<file path="src/rtl/uart_pkg.sv">
// rtl/uart_pkg.sv - shared constants and state encoding for the UART transmit arbiter
package uart_pkg;

    localparam int DBITS = 8;
    localparam int NREQ  = 4;
    localparam int IDW   = 2;

    typedef enum logic {
        ST_IDLE = 1'b0,
        ST_XFER = 1'b1
    } arb_state_t;

endpackage

</file>
<file path="src/rtl/uart_rr_select.sv">
// rtl/uart_rr_select.sv - cyclic first-set search starting from a base index
module uart_rr_select #(
    parameter int NREQ = 4,
    parameter int IDW  = 2
) (
    input  logic [NREQ-1:0] req,
    input  logic [IDW-1:0]  base,
    output logic [NREQ-1:0] onehot,
    output logic            found
);

    // Walk the request vector from base, wrapping at NREQ, and keep the first hit.
    always_comb begin
        logic [IDW:0]   sum;
        logic [IDW-1:0] idx;
        onehot = '0;
        found  = 1'b0;
        sum    = '0;
        idx    = '0;
        for (int k = 0; k < NREQ; k++) begin
            sum = {1'b0, base} + (IDW+1)'(k);
            if (sum >= (IDW+1)'(NREQ)) begin
                sum = sum - (IDW+1)'(NREQ);
            end
            idx = sum[IDW-1:0];
            if (!found && req[idx]) begin
                onehot[idx] = 1'b1;
                found       = 1'b1;
            end
        end
    end

endmodule

</file>
<file path="src/rtl/uart_tx_arbiter.sv">
// rtl/uart_tx_arbiter.sv - message-level round-robin arbiter feeding a UART transmit FIFO
module uart_tx_arbiter #(
    parameter int DBITS   = uart_pkg::DBITS,
    parameter int NREQ    = uart_pkg::NREQ,
    parameter int IDW     = uart_pkg::IDW,
    parameter int TIMEOUT = 1024,
    parameter int TO_BITS = 11
) (
    input  logic                  CLK,
    input  logic                  RST,
    input  logic [NREQ-1:0]       req_valid,
    input  logic [NREQ*DBITS-1:0] req_data,
    input  logic [NREQ-1:0]       req_last,
    output logic [NREQ-1:0]       req_ready,
    input  logic                  tx_full,
    output logic                  write_uart,
    output logic [DBITS-1:0]      write_data,
    output logic [NREQ-1:0]       grant,
    output logic                  busy,
    output logic                  timeout_err,
    output logic [IDW-1:0]        err_id
);

    import uart_pkg::*;

    arb_state_t        state;
    arb_state_t        state_nxt;
    logic [NREQ-1:0]   grant_q;
    logic [IDW-1:0]    gid_q;
    logic [IDW-1:0]    rr_ptr;
    logic [TO_BITS-1:0] stall_cnt;

    logic [NREQ-1:0]   sel_oh;
    logic              sel_found;
    logic [IDW-1:0]    sel_id;
    logic [IDW-1:0]    ptr_after_gid;

    logic              xfer;
    logic              hs;
    logic              hs_last;
    logic              stall;
    logic              tmo;

    uart_rr_select #(
        .NREQ (NREQ),
        .IDW  (IDW)
    ) u_rr_select (
        .req    (req_valid),
        .base   (rr_ptr),
        .onehot (sel_oh),
        .found  (sel_found)
    );

    // Encode the selected one-hot into an index so the owner can be stored compactly.
    always_comb begin
        sel_id = '0;
        for (int k = 0; k < NREQ; k++) begin
            if (sel_oh[k]) begin
                sel_id = IDW'(k);
            end
        end
    end

    // Transfer datapath: ready, handshake, write strobe and stall/timeout detection.
    always_comb begin
        xfer          = (state == ST_XFER) && RST;
        req_ready     = (xfer && !tx_full) ? grant_q : '0;
        hs            = |(req_valid & req_ready);
        hs_last       = hs && req_last[gid_q];
        stall         = xfer && !hs && !tx_full;
        tmo           = stall && (stall_cnt == TO_BITS'(TIMEOUT - 1));
        write_uart    = hs;
        write_data    = hs ? req_data[gid_q*DBITS +: DBITS] : '0;
        busy          = xfer;
        grant         = grant_q;
        ptr_after_gid = (gid_q == IDW'(NREQ - 1)) ? '0 : gid_q + 1'b1;
    end

    // Next-state logic: grant on any request in IDLE, release on last byte or timeout.
    always_comb begin
        state_nxt = state;
        case (state)
            ST_IDLE: if (sel_found)     state_nxt = ST_XFER;
            ST_XFER: if (hs_last || tmo) state_nxt = ST_IDLE;
            default:                    state_nxt = ST_IDLE;
        endcase
    end

    // State register.
    always_ff @(posedge CLK) begin
        if (!RST) begin
            state <= ST_IDLE;
        end else begin
            state <= state_nxt;
        end
    end

    // Owner, round-robin pointer, stall counter and error reporting.
    always_ff @(posedge CLK) begin
        if (!RST) begin
            grant_q     <= '0;
            gid_q       <= '0;
            rr_ptr      <= '0;
            stall_cnt   <= '0;
            timeout_err <= 1'b0;
            err_id      <= '0;
        end else begin
            timeout_err <= tmo;
            if (tmo) begin
                err_id <= gid_q;
            end
            if (state == ST_IDLE) begin
                if (sel_found) begin
                    grant_q   <= sel_oh;
                    gid_q     <= sel_id;
                    stall_cnt <= '0;
                end
            end else begin
                if (hs_last || tmo) begin
                    grant_q   <= '0;
                    rr_ptr    <= ptr_after_gid;
                    stall_cnt <= '0;
                end else if (hs) begin
                    stall_cnt <= '0;
                end else if (stall) begin
                    stall_cnt <= stall_cnt + 1'b1;
                end
            end
        end
    end

endmodule

</file>
<file path="config.mk">
export PLATFORM = sky130hd
export DESIGN_NAME = uart_tx_arbiter
export DESIGN_NICKNAME = d
export VERILOG_FILES = /design/src/rtl/uart_pkg.sv /design/src/rtl/uart_rr_select.sv /design/src/rtl/uart_tx_arbiter.sv
export SDC_FILE = /design/constraint.sdc
export NUM_CORES = 1
export LEC_CHECK = 0
export ABC_AREA = 1
export CORE_ASPECT_RATIO = 1.75
export CORE_MARGIN = 2
export CORE_UTILIZATION = 42
export CTS_CLUSTER_DIAMETER = 80
export DETAILED_ROUTE_END_ITERATION = 10
export PLACE_DENSITY = 0.77
export SYNTH_ARGS = -nofsm -noshare
export SYNTH_HDL_FRONTEND = slang
export SYNTH_SLANG_ARGS = --single-unit
</file>
<file path="constraint.sdc">
create_clock -name CLK -period 1.77 [get_ports CLK]
set_input_delay 0.531 -clock CLK [delete_from_list [all_inputs] [get_ports CLK]]
set_output_delay 0.531 -clock CLK [all_outputs]
set_load 0.005 [all_outputs]
</file>
# Word level (Yosys, flattened, before mapping)
# Cells that the tools add are included.
# W data, S select, Z words.
# totals
in_bits,43
ff_bits,23
output_inout_bits,21
wordCells,111
# op_classes
add_sub_neg,9
eq_ne,4
shift,1
n_lt_le_gt_ge,13
reduce_logical,25
mux,47
n_bitwise,5
# ops
op,n
$mux W11,5
$mux W4,8
$shiftx A32 B6 Y8,1
$mux W1,16
$lt A2 B3 Y1 const B,5
$mux W2,7
$logic_and A1 B1 Y1,13
$or A4 B4 Y4,3
$add A11 B1 Y11 const B,1
$eq A11 B10 Y1 const B,1
$bmux W1 S2,5
$ge A3 B3 Y1 const B,3
$demux W1 S2,4
$ge A2 B1 Y1 const B,4
$mux W8,1
$reduce_and A2 Y1,4
$sub A2 B1 Y2 const B,4
$add A2 B2 Y3 const B,2
$logic_not A1 Y1,5
$and A4 B4 Y4,1
$ne A4 B2 Y1 const B,1
$reduce_or A4 Y1,1
$add A2 B1 Y3 const B,1
$ge A2 B3 Y1 const B,1
other kinds (7),7

# Longest topological paths before layout
# Gate-level depths: netlist (run 1).
# depth
word_depth,17
mapped_depth,15
ltp_nobuf,14

# Modules after synthesis
# A second synthesis (run 1) with hierarchy kept.
# hier_totals
cells_unflattened,310
area_unflattened_um2,1859.3
# by_module_without_submodules
mod,area_each_um2,cells_per_inst,seq_area_each_um2,instances
uart_tx_arbiter,1435.1,234,460.4,1
uart_rr_select,424.2,76,0.0,1

# Worst setup path before layout (run 1)
# Ideal clock, no wire load.
# synth_timing
path_kind,register to register
start,register rr_ptr[0]
end,register stall_cnt[1]
setup_ps,133
path_stages_with_launch,16
path_buffers,1
required_ps,1637
arrival_ps,1741
period_less_slack_ps,1873
setup_slack_ps,-103
cell_sequence,dfxtp_1 > buf_6 > inv_4 > ha_1 > inv_1 > nand3_1 > nand2_1 > nand2_4 > nor2_4 > nand2_2 > nand2_4 > nand2_2 > nand2_1 > nor2_1 > nor2_1 > nor2_1
# synth_between
elab_chain_len,16
word_cells_on_any_way,35
classes_between,add/sub: 7; order compare: 4; mux: 16; reduce/logical: 8
# synth_rtl
element,line_no,rtl
"start, declared",uart_tx_arbiter.sv:30,logic [IDW-1:0] rr_ptr;
"start signal, assigned",uart_tx_arbiter.sv:121,rr_ptr <= ptr_after_gid;
"parallel branches: the longest is 13 deep, another holds $add A2 B1 Y3",-,
$mux W1 (*),uart_rr_select.sv:26,if (!found && req[idx]) begin
$reduce_bool A2 Y1 (no line) (*),-,
$reduce_and A2 Y1 (no line) (*),-,
"end signal, assigned",uart_tx_arbiter.sv:126,stall_cnt <= stall_cnt + 1'b1;
"end, declared",uart_tx_arbiter.sv:31,logic [TO_BITS-1:0] stall_cnt;
# Every way passes the cells marked *. The select of a mux whose other input is x is not followed.
# A chain may end at the register's enable or synchronous reset.

# Worst setup path after layout (run 1)
# layout_timing
start,input req_data[1]
end,output write_data[1]
# layout_between
elab_chain_len,2
# layout_rtl
element,line_no,rtl
"start, declared",uart_tx_arbiter.sv:12,"input logic [NREQ*DBITS-1:0] req_data,"
$shiftx A32 B6 Y8,uart_tx_arbiter.sv:73,write_data = hs ? req_data[gid_q*DBITS +: DBITS] : '0;
$mux W8,uart_tx_arbiter.sv:73,
"end, declared",uart_tx_arbiter.sv:17,"output logic [DBITS-1:0] write_data,"
# No other way between the ends.

==> out/metrics.cfg, run 1 <==
[worst_setup_path]
worst_setup_path_end_kind = output pin
critical_path_class = input pin to output pin
reg2reg_to = rr_ptr[0]$_SDFFE_PN0P_
timing.rr.start = stall_cnt[0]$_SDFFE_PN0P_
reg2reg_depth = 10
cp.arrival_ps = 1530
required_ps = 1240
critPathMaxFanout = 1
cp-start-kind = input pin
ff2ff_setup_slack_ps = -50

[status]
status = finished with violations
violations = setup timing

[cells_and_area]
area_delta_synth_final_pct = 70.9
instances_no_fill = 474
final.fill_count = 331
insertedDiodeCount = 0
layout_commonest_cell = nor2_1
final_area_sq_um = 3270
nNetsFinal = 475
layout_common_cells = nor2_1 (57), buf_4 (41), nand2_1 (38)
drive_above_1_share = 0.376
area.sequential_sq_um = 473
multiInputGateArea_sq_um = 1500
final_util = 0.742

[global_routing]
grt_first_pass_wirelength_mm = 9.79
grt_pass1_vias = 2307
grtUsageTotal = 0.251
grt_overflow = 0
grt_max_degree = 19
antenna_found_initial = 0

[floorplan]
core_sq_um = 4400
rows = 32
die_h_um = 93.3
start_util = 0.434
io_pins = 64
die_w_um = 55
die_area_sq_um = 5130

[synth]
yosys_most_used_dff = dfxtp_1
synth_fp_nets = 362
synth_cells = 311
synth_area_leaders = dfxtp_1 (24%), nor2_1 (12%), nand2_1 (11%), nand3_1 (9.7%), o21ai_0 (6.5%)
avgSynthCellArea_sq_um = 6.15
synth_cell_type_count = 27
async_flop_share = 0
ys_ff_latch = 23
seq_area_frac_synth = 0.241
synth_area_sq_um = 1910
yosysTopAreaCell = dfxtp_1
synth_top_area_share = 0.241
synth-edff-count = 0
yosysWarnings = 0

[drt]
via_per_inst = 5.31
ant_nets = 0
vias = 2518
routed_wl_mm = 7.14
wire_per_inst_um = 15.1
drcViolationCount = 0
drt_iter0_drc = 45
dr.pass1.iters = 4

[place]
port_buffers = 63
preCtsSetupSlack_ps = -991
post_dp_cell_area_sq_um = 2870
hpwl_mm = 4.40
place.gp.congestion = 0.913
dpl.cell_count = 453

[cts]
clk_pin_slew_ps = 80
root_buffer = clkbuf_8
cts.sink_count = 23
cts_buffer_depth = 2
clk_latency_ps = 260
postCtsHoldBufs = 0
cts_tree = done
numCtsBuffers = 3
ctsHtreeMaxLevel = 1

[power_and_ir_drop]
p_per_area_nw_per_um2 = 420
total_power_mw = 1.37
ir_worst_vdd_mv = 0.464
leakage_nw = 1.52

[sta]
fmax_mhz = 484
slew_viol_final = 0
whs_ps = 495
fin_crit_sh = 1.17
post-route-min-period_ps = 2070
finClkSkew_ps = 3.10
setup_violations = 25
rsz0062_at_grt = true
tns_ps = -2430
worst_pin_slew_ps = 267
hold_violations = 0
setup_ws_ps = -296
relSlewSlack = 0.821

[worst_hold_path]
worstHoldStart = stall_cnt[7]$_SDFFE_PN0P_
whs_endpoint = stall_cnt[7]$_SDFFE_PN0P_
hold_class = register to register
min_path_cells = 2

[run]
maxCapViolCount = 0

synth_stat cells (3+ instances only):
master,number
inv_1,28
ha_1,8
nand2_1,55
nand3_2,3
xor2_1,4
nand2_2,7
nor2_4,5
nor2_1,62
nand3_1,37
nand2_4,4
dfxtp_1,23
clkbuf_1,5
o21ai_0,25
a21oi_1,24
a21oi_2,4
power by group:
part           internal, mW  switching, mW  total, mW
combinational         0.254          0.258      0.513
sequential            0.530        0.00999      0.540
clock                 0.160          0.158      0.318
total                 0.945          0.426       1.37
sequential cells by signal, indices dropped and copies added (netlist names):
name and cells:
timeout_err 1, err_id 2, stall_cnt 11, state 1
rr_ptr 2, gid_q 2, grant 4
per-layer routing:
| metal | share of wire | GRT usage |
|---|---|---|
| met4 | 0.057 | 0.116 |
| met1 | 0.34 | 0.271 |
| met5 | 0 | 0 |
| met2 | 0.57 | 0.456 |
| met3 | 0.034 | 0.0256 |
repair_timing:
action / CTS / global route
cloned: 0 / 1
pin swaps: 25 / 19
endpoints found under the setup margin: 37 / 38
resized for setup: 116 / 70
buffers inserted: 14 / 10
critical path, stage by stage:
cell and delay [ps]:
clkdlybuf4s50_1 450, nor2_1 40, nor2_1 110, o21ai_0 120, a21oi_2 150, buf_2 130
logic make-up (layout without fill, tap and decap cells):
logic type / count (synthesis) / count (layout) / synth area share
and+or+nand+nor: 178 / 178 / 0.436
DFF: 23 / 23 / 0.241
xor gates and xnor gates: 5 / 5 / 0.0229
buffers and inverters: 42 / 154 / 0.0955
adders and majority gates: 8 / 8 / 0.0524
AOI/OAI and AO/OA: 55 / 55 / 0.152
layout make-up:
type,instances,share of cell area
clock buffer,4,0.0138
timing repair buffer,117,0.319
sequential,23,0.145
multi-input combinational,246,0.460
tap,51,0.0195
inverter,33,0.0425
how the worst max path moves through the flow:
stage | startpoint | endpoint | slack, ps
floorplan | RST | write_data[0] | -5
global placement | RST | write_data[6] | -930
detailed placement | RST | write_data[1] | -990
CTS | RST | write_data[7] | -270
global route | req_data[1] | write_data[1] | -330
finish | req_data[1] | write_data[1] | -300
(Power assumes the default switching activity.)
==> run 2, diff against run 1 <==
--- a/config.mk
+++ b/config.mk
@@ -8,10 +8,10 @@
 export ABC_AREA = 1
 export CORE_ASPECT_RATIO = 1.75
 export CORE_MARGIN = 2
-export CORE_UTILIZATION = 42
+export CORE_UTILIZATION = 35
 export CTS_CLUSTER_DIAMETER = 80
 export DETAILED_ROUTE_END_ITERATION = 10
-export PLACE_DENSITY = 0.77
+export PLACE_DENSITY = 0.66
 export SYNTH_ARGS = -nofsm -noshare
 export SYNTH_HDL_FRONTEND = slang
 export SYNTH_SLANG_ARGS = --single-unit
==> run 2 against run 1 <==
- the run still ends with setup timing left
- clock skew rose by 1.2 ps
- first-iteration DRC count rose to 2.6 times the previous value
- design area fell by 0.23%
- power about the same
- clock power increased by 6%
==> out/metrics.cfg, run 2 (same netlist as run 1, synthesis figures left out) <==
[sta]
fmax_mhz = 495  ; was 484 MHz
tns_ps = -2970  ; was -2430 ps
fin_crit_sh = 1.14  ; was 1.17
finClkSkew_ps = 4.32  ; was 3.10 ps
slew_viol_final = 0  ; unchanged
rsz0062_at_grt = true  ; unchanged
relSlewSlack = 0.822  ; was 0.821
post-route-min-period_ps = 2020  ; was 2070 ps
setup_ws_ps = -248  ; was -296 ps
setup_violations = 21  ; was 25
hold_violations = 0  ; unchanged
worst_pin_slew_ps = 264  ; was 267 ps

[cells_and_area]
drive_above_1_share = 0.384  ; was 0.376
final_area_sq_um = 3260  ; was 3270 sq um
final.fill_count = 490  ; was 331
top_register = stall_cnt  ; unchanged
instances_no_fill = 482  ; was 474
layout_commonest_cell = nor2_1  ; unchanged
insertedDiodeCount = 0  ; unchanged
largest_reg_flops = 11  ; unchanged
nNetsFinal = 479  ; was 475
layout_common_cells = nor2_1 (59), buf_4 (43), clkdlybuf4s50_1 (39)  ; was nor2_1 (57), buf_4 (41), nand2_1 (38)
area_delta_synth_final_pct = 70.5  ; was 70.9%

[drt]
drcViolationCount = 0  ; unchanged
routed_wl_mm = 6.58  ; was 7.14 mm
dr.pass1.iters = 4  ; unchanged
via_per_inst = 5.03  ; was 5.31
wire_per_inst_um = 13.6  ; was 15.1 um
vias = 2423  ; was 2518
ant_nets = 0  ; unchanged
drt_iter0_drc = 118  ; was 45

[cts]
cts.sink_count = 23  ; unchanged
cts_tree = done  ; unchanged
ctsHtreeMaxLevel = 1  ; unchanged
clk_pin_slew_ps = 80  ; about the same
cts_buffer_depth = 2  ; unchanged
clk_latency_ps = 270  ; was 260 ps
root_buffer = clkbuf_8  ; unchanged
numCtsBuffers = 3  ; unchanged

[global_routing]
grt_pass1_vias = 2205  ; was 2307
antenna_found_initial = 0  ; unchanged
grt_max_degree = 19  ; unchanged
grt_first_pass_wirelength_mm = 9.85  ; was 9.79 mm
grtUsageTotal = 0.209  ; was 0.251
grt_overflow = 0  ; unchanged

[floorplan]
die_h_um = 102  ; was 93.3 um
die_w_um = 59.9  ; was 55 um
io_pins = 64  ; unchanged
die_area_sq_um = 6090  ; was 5130 sq um
core_sq_um = 5260  ; was 4400 sq um
rows = 35  ; was 32
start_util = 0.364  ; was 0.434

[power_and_ir_drop]
ir_worst_vdd_mv = 0.371  ; was 0.464 mV
clock_power_share = 0.245  ; was 0.232
pwr-share-seq = 0.396  ; was 0.394
combinationalPowerShare = 0.359  ; was 0.374
switching_power_mw = 0.425  ; was 0.426 mW
p_per_area_nw_per_um2 = 421  ; was 420 nW/um^2
power.internal_mw = 0.946  ; was 0.945 mW
leakage_nw = 1.49  ; was 1.52 nW
total_power_mw = 1.37  ; about the same
switching_share = 0.310  ; was 0.311

[worst_setup_path]
critical_path_class = input pin to output pin  ; unchanged
critPathLaunch = req_data[7]  ; was req_data[1]
cp.arrival_ps = 1490  ; was 1530 ps
required_ps = 1240  ; about the same
cp-start-kind = input pin  ; unchanged
timing.rr.start = stall_cnt[0]$_SDFFE_PN0P_  ; unchanged
worst_setup_path_end_kind = output pin  ; unchanged
critPathMaxFanout = 1  ; unchanged

[place]
port_buffers = 63  ; unchanged
place.gp.congestion = 0.843  ; was 0.913
post_dp_cell_area_sq_um = 2890  ; was 2870 sq um
preCtsSetupSlack_ps = -1020  ; was -991 ps
dpl.cell_count = 459  ; was 453
hpwl_mm = 4.68  ; was 4.40 mm

[worst_hold_path]
worstHoldStart = stall_cnt[4]$_SDFFE_PN0P_  ; was stall_cnt[7]$_SDFFE_PN0P_
hold_class = register to register  ; unchanged

[status]
status = finished with violations  ; unchanged
violations = setup timing  ; unchanged

[run]
maxCapViolCount = 0  ; unchanged

-- run 2: cell count changes in the layout (fill, tap and decap cells not counted), moves of 4 or more --
cell,change
buf_6,+4
o21ai_1,-9
o21ai_0,+9
clkdlybuf4s50_1,+9
nand3_4,-4
dlygate4sd2_1,-7
-- run 2: worst paths after layout --
path | endpoint | slack [ps] | cells past startpoint
worst min register to register | stall_cnt[4]$_SDFFE_PN0P_ | 510 | 2
worst min-delay path | stall_cnt[4]$_SDFFE_PN0P_ | 510 | 2
worst max-delay path | write_data[7] | -250 | 6
worst max register to register | stall_cnt[1]$_SDFFE_PN0P_ | -60 | 11
-- run 2: stage by stage --
step	hold WS, ps	util
final	513	0.620
after detailed placement	476	0.550
after CTS	489	0.579
after global placement	469	0.550
after global routing	550	0.620
after floorplan	456	-
-- run 2: per-layer routing --
layer  track usage  routed length [um]
met1         0.222                2400
met2         0.398                3720
met3        0.0179                 174
met4        0.0923                 277
met5             0                   0
-- run 2: power groups by stage --
stage	sequential, mW	combinational [mW]	clock (mW)
floorplan	0.553	0.191	0
global placement	0.551	0.425	0
detailed placement	0.551	0.427	0
CTS	0.541	0.459	0.344
global route	0.544	0.531	0.361
finish	0.543	0.492	0.336
-- run 2: area by class of cell --
| type | instances | area [sq um] | area share |
|---|---|---|---|
| multi-input cells | 246 | 1460 | 0.448 |
| repair buffers | 121 | 1080 | 0.330 |
| flip-flops and latches | 23 | 473 | 0.145 |
| inverters | 33 | 136 | 0.0418 |
| well taps | 55 | 68.8 | 0.0211 |
| clock buffers | 4 | 45.0 | 0.0138 |
-- run 2: what timing repair did --
item,in CTS,in global routing
resized for setup,96,64
pin swaps,17,29
hold buffers,0,0
cloned,1,0
setup buffers,11,9
endpoints found under the setup margin,39,37
-- run 2: worst max-delay path, cell delays in order --
cell and delay (ps):
clkdlybuf4s50_1 460, nor2_1 40, nor2_1 70, o21ai_1 110, a21oi_4 160, buf_2 120
